## src/rtl/ps2_host_tx_pkg.sv

```systemverilog
// Shared types and helpers for the PS/2 host-to-device transmitter.
package ps2_host_tx_pkg;

  typedef enum logic [2:0] {
    ST_IDLE,
    ST_INHIBIT,
    ST_START,
    ST_SHIFT,
    ST_ACK
  } state_t;

  localparam int BYTE_W      = 8;
  localparam int SHIFT_W     = BYTE_W + 2;
  localparam int FRAME_FALLS = 11;

  // Parity bit that makes the count of ones over data+parity odd.
  function automatic logic odd_parity(input logic [BYTE_W-1:0] b);
    return ~^b;
  endfunction

endpackage

```

## src/rtl/ps2_host_tx_if.sv

```systemverilog
// Command handshake between a requester and the PS/2 host transmitter.
interface ps2_host_tx_if;
  import ps2_host_tx_pkg::*;

  logic              i_valid;
  logic [BYTE_W-1:0] i_byte;
  logic              o_ready;
  logic              o_done;
  logic              o_err;

  modport master (output i_valid, output i_byte, input o_ready, input o_done, input o_err);
  modport slave  (input i_valid, input i_byte, output o_ready, output o_done, output o_err);

endinterface

```

## src/rtl/ps2_host_tx_clk_fall.sv

```systemverilog
// Two-flop synchronizers for the PS/2 pins plus a falling-edge pulse on the clock pin.
module ps2_host_tx_clk_fall (
  input  logic clk,
  input  logic i_arst_n,
  input  logic i_ps2_clk,
  input  logic i_ps2_dat,
  output logic o_dat_s,
  output logic o_fall_en
);

  // [1] is the synchronized level, [2] its previous value; data shares the same latency.
  logic [2:0] clk_sync_q;
  logic [1:0] dat_sync_q;

  always_ff @(posedge clk or negedge i_arst_n) begin
    if (!i_arst_n) begin
      clk_sync_q <= 3'b111;
      dat_sync_q <= 2'b11;
    end else begin
      clk_sync_q <= {clk_sync_q[1:0], i_ps2_clk};
      dat_sync_q <= {dat_sync_q[0], i_ps2_dat};
    end
  end

  assign o_fall_en = clk_sync_q[2] & ~clk_sync_q[1];
  assign o_dat_s   = dat_sync_q[1];

endmodule

```

## src/rtl/ps2_host_tx.sv

```systemverilog
// PS/2 host transmitter: inhibits the bus, sends one command frame on device clock and checks the ACK.
module ps2_host_tx
  import ps2_host_tx_pkg::*;
#(
  parameter int CLK_HZ         = 50_000_000,
  parameter int INHIBIT_CYCLES = 6_000,
  parameter int TIMEOUT_CYCLES = 750_000
) (
  input  logic         clk,
  input  logic         i_arst_n,
  input  logic         i_ps2_clk,
  input  logic         i_ps2_dat,
  ps2_host_tx_if.slave bus,
  output logic         o_ps2_clk_oe,
  output logic         o_ps2_dat_oe
);

  // The clock-low hold is never allowed below 100 us, whatever INHIBIT_CYCLES says.
  localparam int MIN_INHIBIT = (CLK_HZ + 9_999) / 10_000;
  localparam int INH_CYC     = (INHIBIT_CYCLES > MIN_INHIBIT) ? INHIBIT_CYCLES : MIN_INHIBIT;
  localparam int INH_W       = $clog2(INH_CYC + 1);
  localparam int TO_W        = $clog2(TIMEOUT_CYCLES + 1);
  localparam int BIT_W       = $clog2(FRAME_FALLS + 1);

  logic dat_s, fall_en;

  ps2_host_tx_clk_fall u_clk_fall (
    .clk       (clk),
    .i_arst_n  (i_arst_n),
    .i_ps2_clk (i_ps2_clk),
    .i_ps2_dat (i_ps2_dat),
    .o_dat_s   (dat_s),
    .o_fall_en (fall_en)
  );

  state_t             state_q, state_d;
  logic [SHIFT_W-1:0] shift_q, shift_d;
  logic [BIT_W-1:0]   bit_cnt_q, bit_cnt_d;
  logic [INH_W-1:0]   inh_cnt_q, inh_cnt_d;
  logic [TO_W-1:0]    to_cnt_q, to_cnt_d;
  logic               clk_oe_q, clk_oe_d;
  logic               dat_oe_q, dat_oe_d;
  logic               done_q, done_d;
  logic               err_q, err_d;
  logic               ready;

  // The done/err pulse cycle is still busy so a request there is not taken.
  assign ready = (state_q == ST_IDLE) && !done_q && !err_q;

  always_comb begin
    state_d   = state_q;
    shift_d   = shift_q;
    bit_cnt_d = bit_cnt_q;
    inh_cnt_d = inh_cnt_q;
    to_cnt_d  = to_cnt_q;
    clk_oe_d  = clk_oe_q;
    dat_oe_d  = dat_oe_q;
    done_d    = 1'b0;
    err_d     = 1'b0;
    case (state_q)
      ST_IDLE: begin
        clk_oe_d  = 1'b0;
        dat_oe_d  = 1'b0;
        inh_cnt_d = '0;
        to_cnt_d  = '0;
        if (bus.i_valid && ready) begin
          shift_d  = {1'b1, odd_parity(bus.i_byte), bus.i_byte};
          clk_oe_d = 1'b1;
          state_d  = ST_INHIBIT;
        end
      end
      ST_INHIBIT: begin
        if (inh_cnt_q == INH_W'(INH_CYC - 1)) begin
          clk_oe_d  = 1'b0;
          dat_oe_d  = 1'b1;
          bit_cnt_d = '0;
          to_cnt_d  = '0;
          state_d   = ST_START;
        end else begin
          inh_cnt_d = inh_cnt_q + 1'b1;
        end
      end
      ST_START, ST_SHIFT, ST_ACK: begin
        if (fall_en) begin
          to_cnt_d = '0;
          if (state_q == ST_ACK) begin
            done_d   = ~dat_s;
            err_d    = dat_s;
            dat_oe_d = 1'b0;
            state_d  = ST_IDLE;
          end else begin
            // Fall 10 puts the stop bit (a release) on the line; fall 11 carries the ACK.
            dat_oe_d  = ~shift_q[0];
            shift_d   = {1'b0, shift_q[SHIFT_W-1:1]};
            bit_cnt_d = bit_cnt_q + 1'b1;
            state_d   = (bit_cnt_q == BIT_W'(FRAME_FALLS - 2)) ? ST_ACK : ST_SHIFT;
          end
        end else if (to_cnt_q == TO_W'(TIMEOUT_CYCLES)) begin
          err_d    = 1'b1;
          clk_oe_d = 1'b0;
          dat_oe_d = 1'b0;
          state_d  = ST_IDLE;
        end else begin
          to_cnt_d = to_cnt_q + 1'b1;
        end
      end
      default: begin
        clk_oe_d = 1'b0;
        dat_oe_d = 1'b0;
        state_d  = ST_IDLE;
      end
    endcase
  end

  always_ff @(posedge clk or negedge i_arst_n) begin
    if (!i_arst_n) begin
      state_q   <= ST_IDLE;
      bit_cnt_q <= '0;
      inh_cnt_q <= '0;
      to_cnt_q  <= '0;
      clk_oe_q  <= 1'b0;
      dat_oe_q  <= 1'b0;
      done_q    <= 1'b0;
      err_q     <= 1'b0;
    end else begin
      state_q   <= state_d;
      bit_cnt_q <= bit_cnt_d;
      inh_cnt_q <= inh_cnt_d;
      to_cnt_q  <= to_cnt_d;
      clk_oe_q  <= clk_oe_d;
      dat_oe_q  <= dat_oe_d;
      done_q    <= done_d;
      err_q     <= err_d;
    end
  end

  always_ff @(posedge clk) begin
    shift_q <= shift_d;
  end

  assign bus.o_ready   = ready;
  assign bus.o_done    = done_q;
  assign bus.o_err     = err_q;
  assign o_ps2_clk_oe  = clk_oe_q;
  assign o_ps2_dat_oe  = dat_oe_q;

endmodule

```

## src/flat_wrapper.sv

```systemverilog
// flat-port wrapper written by rule: the top's interface ports become plain ports
module ps2_host_tx_flat import ps2_host_tx_pkg::*;
#(
  parameter int CLK_HZ         = 50_000_000,
  parameter int INHIBIT_CYCLES = 6_000,
  parameter int TIMEOUT_CYCLES = 750_000
)
  (clk, i_arst_n, i_ps2_clk, i_ps2_dat, o_ps2_clk_oe, o_ps2_dat_oe, bus_i_valid, bus_i_byte, bus_o_ready, bus_o_done, bus_o_err);
  ps2_host_tx_if bus_i ();
  input  logic clk;
  input  logic i_arst_n;
  input  logic i_ps2_clk;
  input  logic i_ps2_dat;
  output logic o_ps2_clk_oe;
  output logic o_ps2_dat_oe;
  input wire logic [$bits(bus_i.i_valid)-1:0] bus_i_valid;
  input wire logic [$bits(bus_i.i_byte)-1:0] bus_i_byte;
  output wire logic [$bits(bus_i.o_ready)-1:0] bus_o_ready;
  output wire logic [$bits(bus_i.o_done)-1:0] bus_o_done;
  output wire logic [$bits(bus_i.o_err)-1:0] bus_o_err;
  assign bus_i.i_valid = bus_i_valid;
  assign bus_i.i_byte = bus_i_byte;
  assign bus_o_ready = bus_i.o_ready;
  assign bus_o_done = bus_i.o_done;
  assign bus_o_err = bus_i.o_err;
  ps2_host_tx #(.CLK_HZ(CLK_HZ), .INHIBIT_CYCLES(INHIBIT_CYCLES), .TIMEOUT_CYCLES(TIMEOUT_CYCLES)) u_core (.clk(clk), .i_arst_n(i_arst_n), .i_ps2_clk(i_ps2_clk), .i_ps2_dat(i_ps2_dat), .bus(bus_i), .o_ps2_clk_oe(o_ps2_clk_oe), .o_ps2_dat_oe(o_ps2_dat_oe));
endmodule
```

## config.mk

```make
export PLATFORM = sky130hd
export DESIGN_NAME = ps2_host_tx_flat
export DESIGN_NICKNAME = d
export VERILOG_FILES = /design/src/rtl/ps2_host_tx_pkg.sv /design/src/rtl/ps2_host_tx_if.sv /design/src/rtl/ps2_host_tx_clk_fall.sv /design/src/rtl/ps2_host_tx.sv /design/src/flat_wrapper.sv
export SDC_FILE = /design/constraint.sdc
export NUM_CORES = 1
export LEC_CHECK = 0
export ABC_CLOCK_PERIOD_IN_PS = 3730
export BUFFER_PORTS_ARGS = -buffer_cell sky130_fd_sc_hd__clkbuf_2
export CORE_MARGIN = 2
export CORE_UTILIZATION = 55
export CTS_BUF_LIST = sky130_fd_sc_hd__clkbuf_2 sky130_fd_sc_hd__clkbuf_4 sky130_fd_sc_hd__clkbuf_8
export CTS_CLUSTER_DIAMETER = 200
export DETAILED_ROUTE_END_ITERATION = 12
export GPL_TIMING_DRIVEN = 0
export HOLD_SLACK_MARGIN = 0.05
export PLACE_DENSITY = 0.77
export RECOVER_POWER = 100
export SYNTH_ARGS = -nofsm -noshare
export SYNTH_HDL_FRONTEND = slang
export SYNTH_HIERARCHICAL = 1
export SYNTH_SLANG_ARGS = --single-unit
```

## constraint.sdc

```tcl
create_clock -name clk -period 3.73 [get_ports clk]
set_input_delay 0.1865 -clock clk [delete_from_list [all_inputs] [get_ports clk]]
set_output_delay 0.1865 -clock clk [all_outputs]
set_load 0.01 [all_outputs]
```

==> results.py <==
metrics = {
    "synth": {
        "syn_area_um2": 3100,
        "syn_avg_cell_area_um2": 9.55,
        "synth_edf_count": 10,
        "syn_nets": 342,
        "synth_seq_area_share_pct": 49.5,
        "netlist_top_cells_area": "dfrtp_1, edfxtp_1, o21ai_0",
        "synthFlopType": "dfrtp_1",
        "ys_types": 51,
        "yosys_warnings": 6,
        "synth-seq-cells": 59,
        "synthCells": 324,
        "yosysTopAreaCellShare_pct": 35.6,
        "synth_top_area_cell": "dfrtp_1",
        "async_flop_share_pct": 83.1,
    },
    "detailed_routing": {
        "viasPerCell": 5.88,
        "wl_um": 6490,
        "num_vias": 2554,
        "drt.antenna.violating_nets": 0,
        "drt-initial-drc-count": 188,
        "wire_per_inst_um": 14.9,
        "firstDrtPassIters": 4,
        "post-route-drc-count": 0,
    },
    "clocking": {
        "cts_tree": "done",
        "cts_setup_buffers": 0,
        "clk_pin_slew_worst_paths_ns": 0.06,
        "ctsHtreeMaxLevel": 3,
        "clockBufferDepth": 2,
        "cts_sinks": 59,
        "post_cts_resize_count": 0,
        "cts_hold_buf": 2,
        "cts_made_buffers": 9,
        "insertion_delay_ns": 0.34,
        "cts-root-buf": "clkbuf_8",
    },
    "global_routing": {
        "grt_max_degree": 50,
        "first_global_vias": 2488,
        "overflow": 0,
        "grtUsageTotal_pct": 23.0,
        "antenna_found_initial": 0,
        "grt_pass1_wl_um": 11200,
    },
    "pwr": {
        "sw_frac_of_total_pct": 35.8,
        "ir_drop_uv": 465,
        "cellLeakagePower_uw": 0.00143,
        "power_frac_seq_pct": 43.6,
        "p_comb_share_pct": 32.4,
        "p_per_area_nw_per_um2": 595,
        "clkPwrFrac_pct": 24.0,
        "p_int_uw": 1320,
        "p_sw_uw": 738,
    },
    "setup_path": {
        "worstPathMaxFanout": 10,
        "path_class": "reg2reg",
        "required_ns": 3.78,
        "cp_slowest_cell": "a2111oi_0",
        "worstPathArrival_ns": 3.01,
        "end_kind": "flop",
        "start_kind": "flop",
        "critPathBufInv": 2,
        "critical_path.cell_chain": "clkbuf_1 -> or3_1 -> a21oi_1 -> a2111oi_0 -> buf_4",
        "crit_family": "compound AO/OA/AOI/OAI gates",
        "slowest_delay_ns": 1.25,
    },
    "sta": {
        "max_freq_ghz": 0.337,
        "slew_violations": 6,
        "setup_ws_ns": 0.761,
        "hold_violations": 0,
        "whs_ns": 0.126,
        "rsz0062_at_grt": "no",
        "worstMarginPinSlew_ns": 1.51,
        "post-route-min-period_ns": 2.97,
        "final-setup-viol-count": 0,
        "fin_skew_ns": 0.00511,
        "max_slew_margin_pct": -3.10,
        "post-route-period-util_pct": 79.6,
    },
    "finish": {
        "fillers": 471,
        "antenna_cells": 0,
        "finalNetCount": 375,
        "syn_to_final_growth_pct": 12.0,
        "drive_above_1_share_pct": 13.3,
        "final_common_cell": "dfrtp_1",
        "final_cell_mix": "dfrtp_1, nand2_1, o21ai_0",
    },
    "floorplan": {
        "dieArea_um2": 6240,
        "start_util_pct": 56.6,
        "rows": 27,
        "die_w_um": 79.0,
        "core_um2": 5470,
        "ios": 18,
        "die_y_um": 79.0,
    },
    "min_path": {
        "hp-class": "in2reg",
    },
    "placed_design": {
        "gp_congestion": 0.803,
        "port_buffers": 17,
        "place_ws_ns": 1.18,
        "hpwl_um": 4390,
    },
    "run": {
        "cap_violations": 1,
    },
    "run_status": {
        "violations": "capacitance limit, slew limit",
        "status": "finished with violations",
    },
}
-- Yosys cell counts, types with 8 or more instances --
library cell   n
a31oi_1        9
clkbuf_1      10
dfrtp_1       44
edfxtp_1      10
inv_1         12
mux2_2        10
nand2_1       36
nand3_1       16
nand4_1       11
nor2_1        33
nor4_1         8
o21ai_0       34
xnor2_1       10
-- tightest hold or removal path, delay by kind of cell --
family,cells,cell delay (ns)
AO/OA/AOI/OAI,1,0.08
buffers and inverters,1,0.09
AND/OR/NAND/NOR,1,0.06
-- final timing paths --
check,startpoint,endpoint,slack (ns),cells past startpoint
min in group asynchronous,i_arst_n,u_core/to_cnt_q[7],0.41,2
max in group asynchronous,i_arst_n,u_core/u_clk_fall/dat_sync_q[1],2.61,3
worst min-delay path,bus_i_valid,u_core/o_ps2_clk_oe,0.13,3
worst max-delay path,u_core/state_q[0],u_core/shift_q[3],0.76,5
worst max register to register,u_core/state_q[0],u_core/shift_q[3],0.76,5
worst min register to register,u_core/u_clk_fall/dat_sync_q[0],u_core/u_clk_fall/dat_sync_q[1],0.36,0
-- final cells by class --
class / count / area [µm²] / area share (%)
Timing Repair Buffer: 22 / 135 / 3.90
Clock inverter: 4 / 18.8 / 0.541
Multi-Input combinational cell: 241 / 1450 / 41.9
Sequential cell: 59 / 1530 / 44.2
Tap cell: 72 / 90.1 / 2.60
Buffer: 12 / 45.0 / 1.30
Clock buffer: 12 / 146 / 4.22
Inverter: 12 / 45.0 / 1.30
-- cells by family (layout without fill, tap and decap cells) --
logic type	count (synthesis)	in the layout	share of synthesized area [%]
AOI/OAI and AO/OA	74	74	14.9
xor gates and xnor gates	13	13	3.68
adders and majority gates	5	5	2.02
buffers and inverters	24	62	2.99
DFF	59	59	49.5
muxes	13	13	4.65
and+or+nand+nor	136	136	22.3
-- per-stage QoR --
step	util [%]	total power, µW	cells	TNS (ns)	area (µm²)
floorplan	-	1370	324	0	3100
global placement	59.8	1540	413	-0.928	3270
detailed placement	60.0	1590	414	0	3280
CTS	63.4	2090	432	0	3470
global route	63.4	2200	434	0	3470
finish	63.4	2060	434	0	3470
-- per-layer routing --
layer	global-route usage (%)	wire length, µm
met1	29.1	3060
met2	37.6	3050
met3	6.25	241
met4	9.14	129
met5	0	0
-- power by group through the flow --
stage               registers, µW  logic (µW)  clock network (µW)
floorplan                     892         483                   0
global placement              906         636                   0
detailed placement            909         677                   0
CTS                           900         681                 508
global route                  919         748                 533
finish                        900         668                 494
-- flip-flops by register name, indices dropped and copies added (netlist names) --
signal / count
u_core/to_cnt_q: 20
u_core/inh_cnt_q: 13
u_core/shift_q: 10
u_core/bit_cnt_q: 4
u_core/state_q: 3
u_core/u_clk_fall/clk_sync_q: 3
u_core/u_clk_fall/dat_sync_q: 2
u_core/bus.o_done: 1
u_core/bus.o_err: 1
u_core/o_ps2_clk_oe: 1
u_core/o_ps2_dat_oe: 1
(Power assumes the default switching activity.)
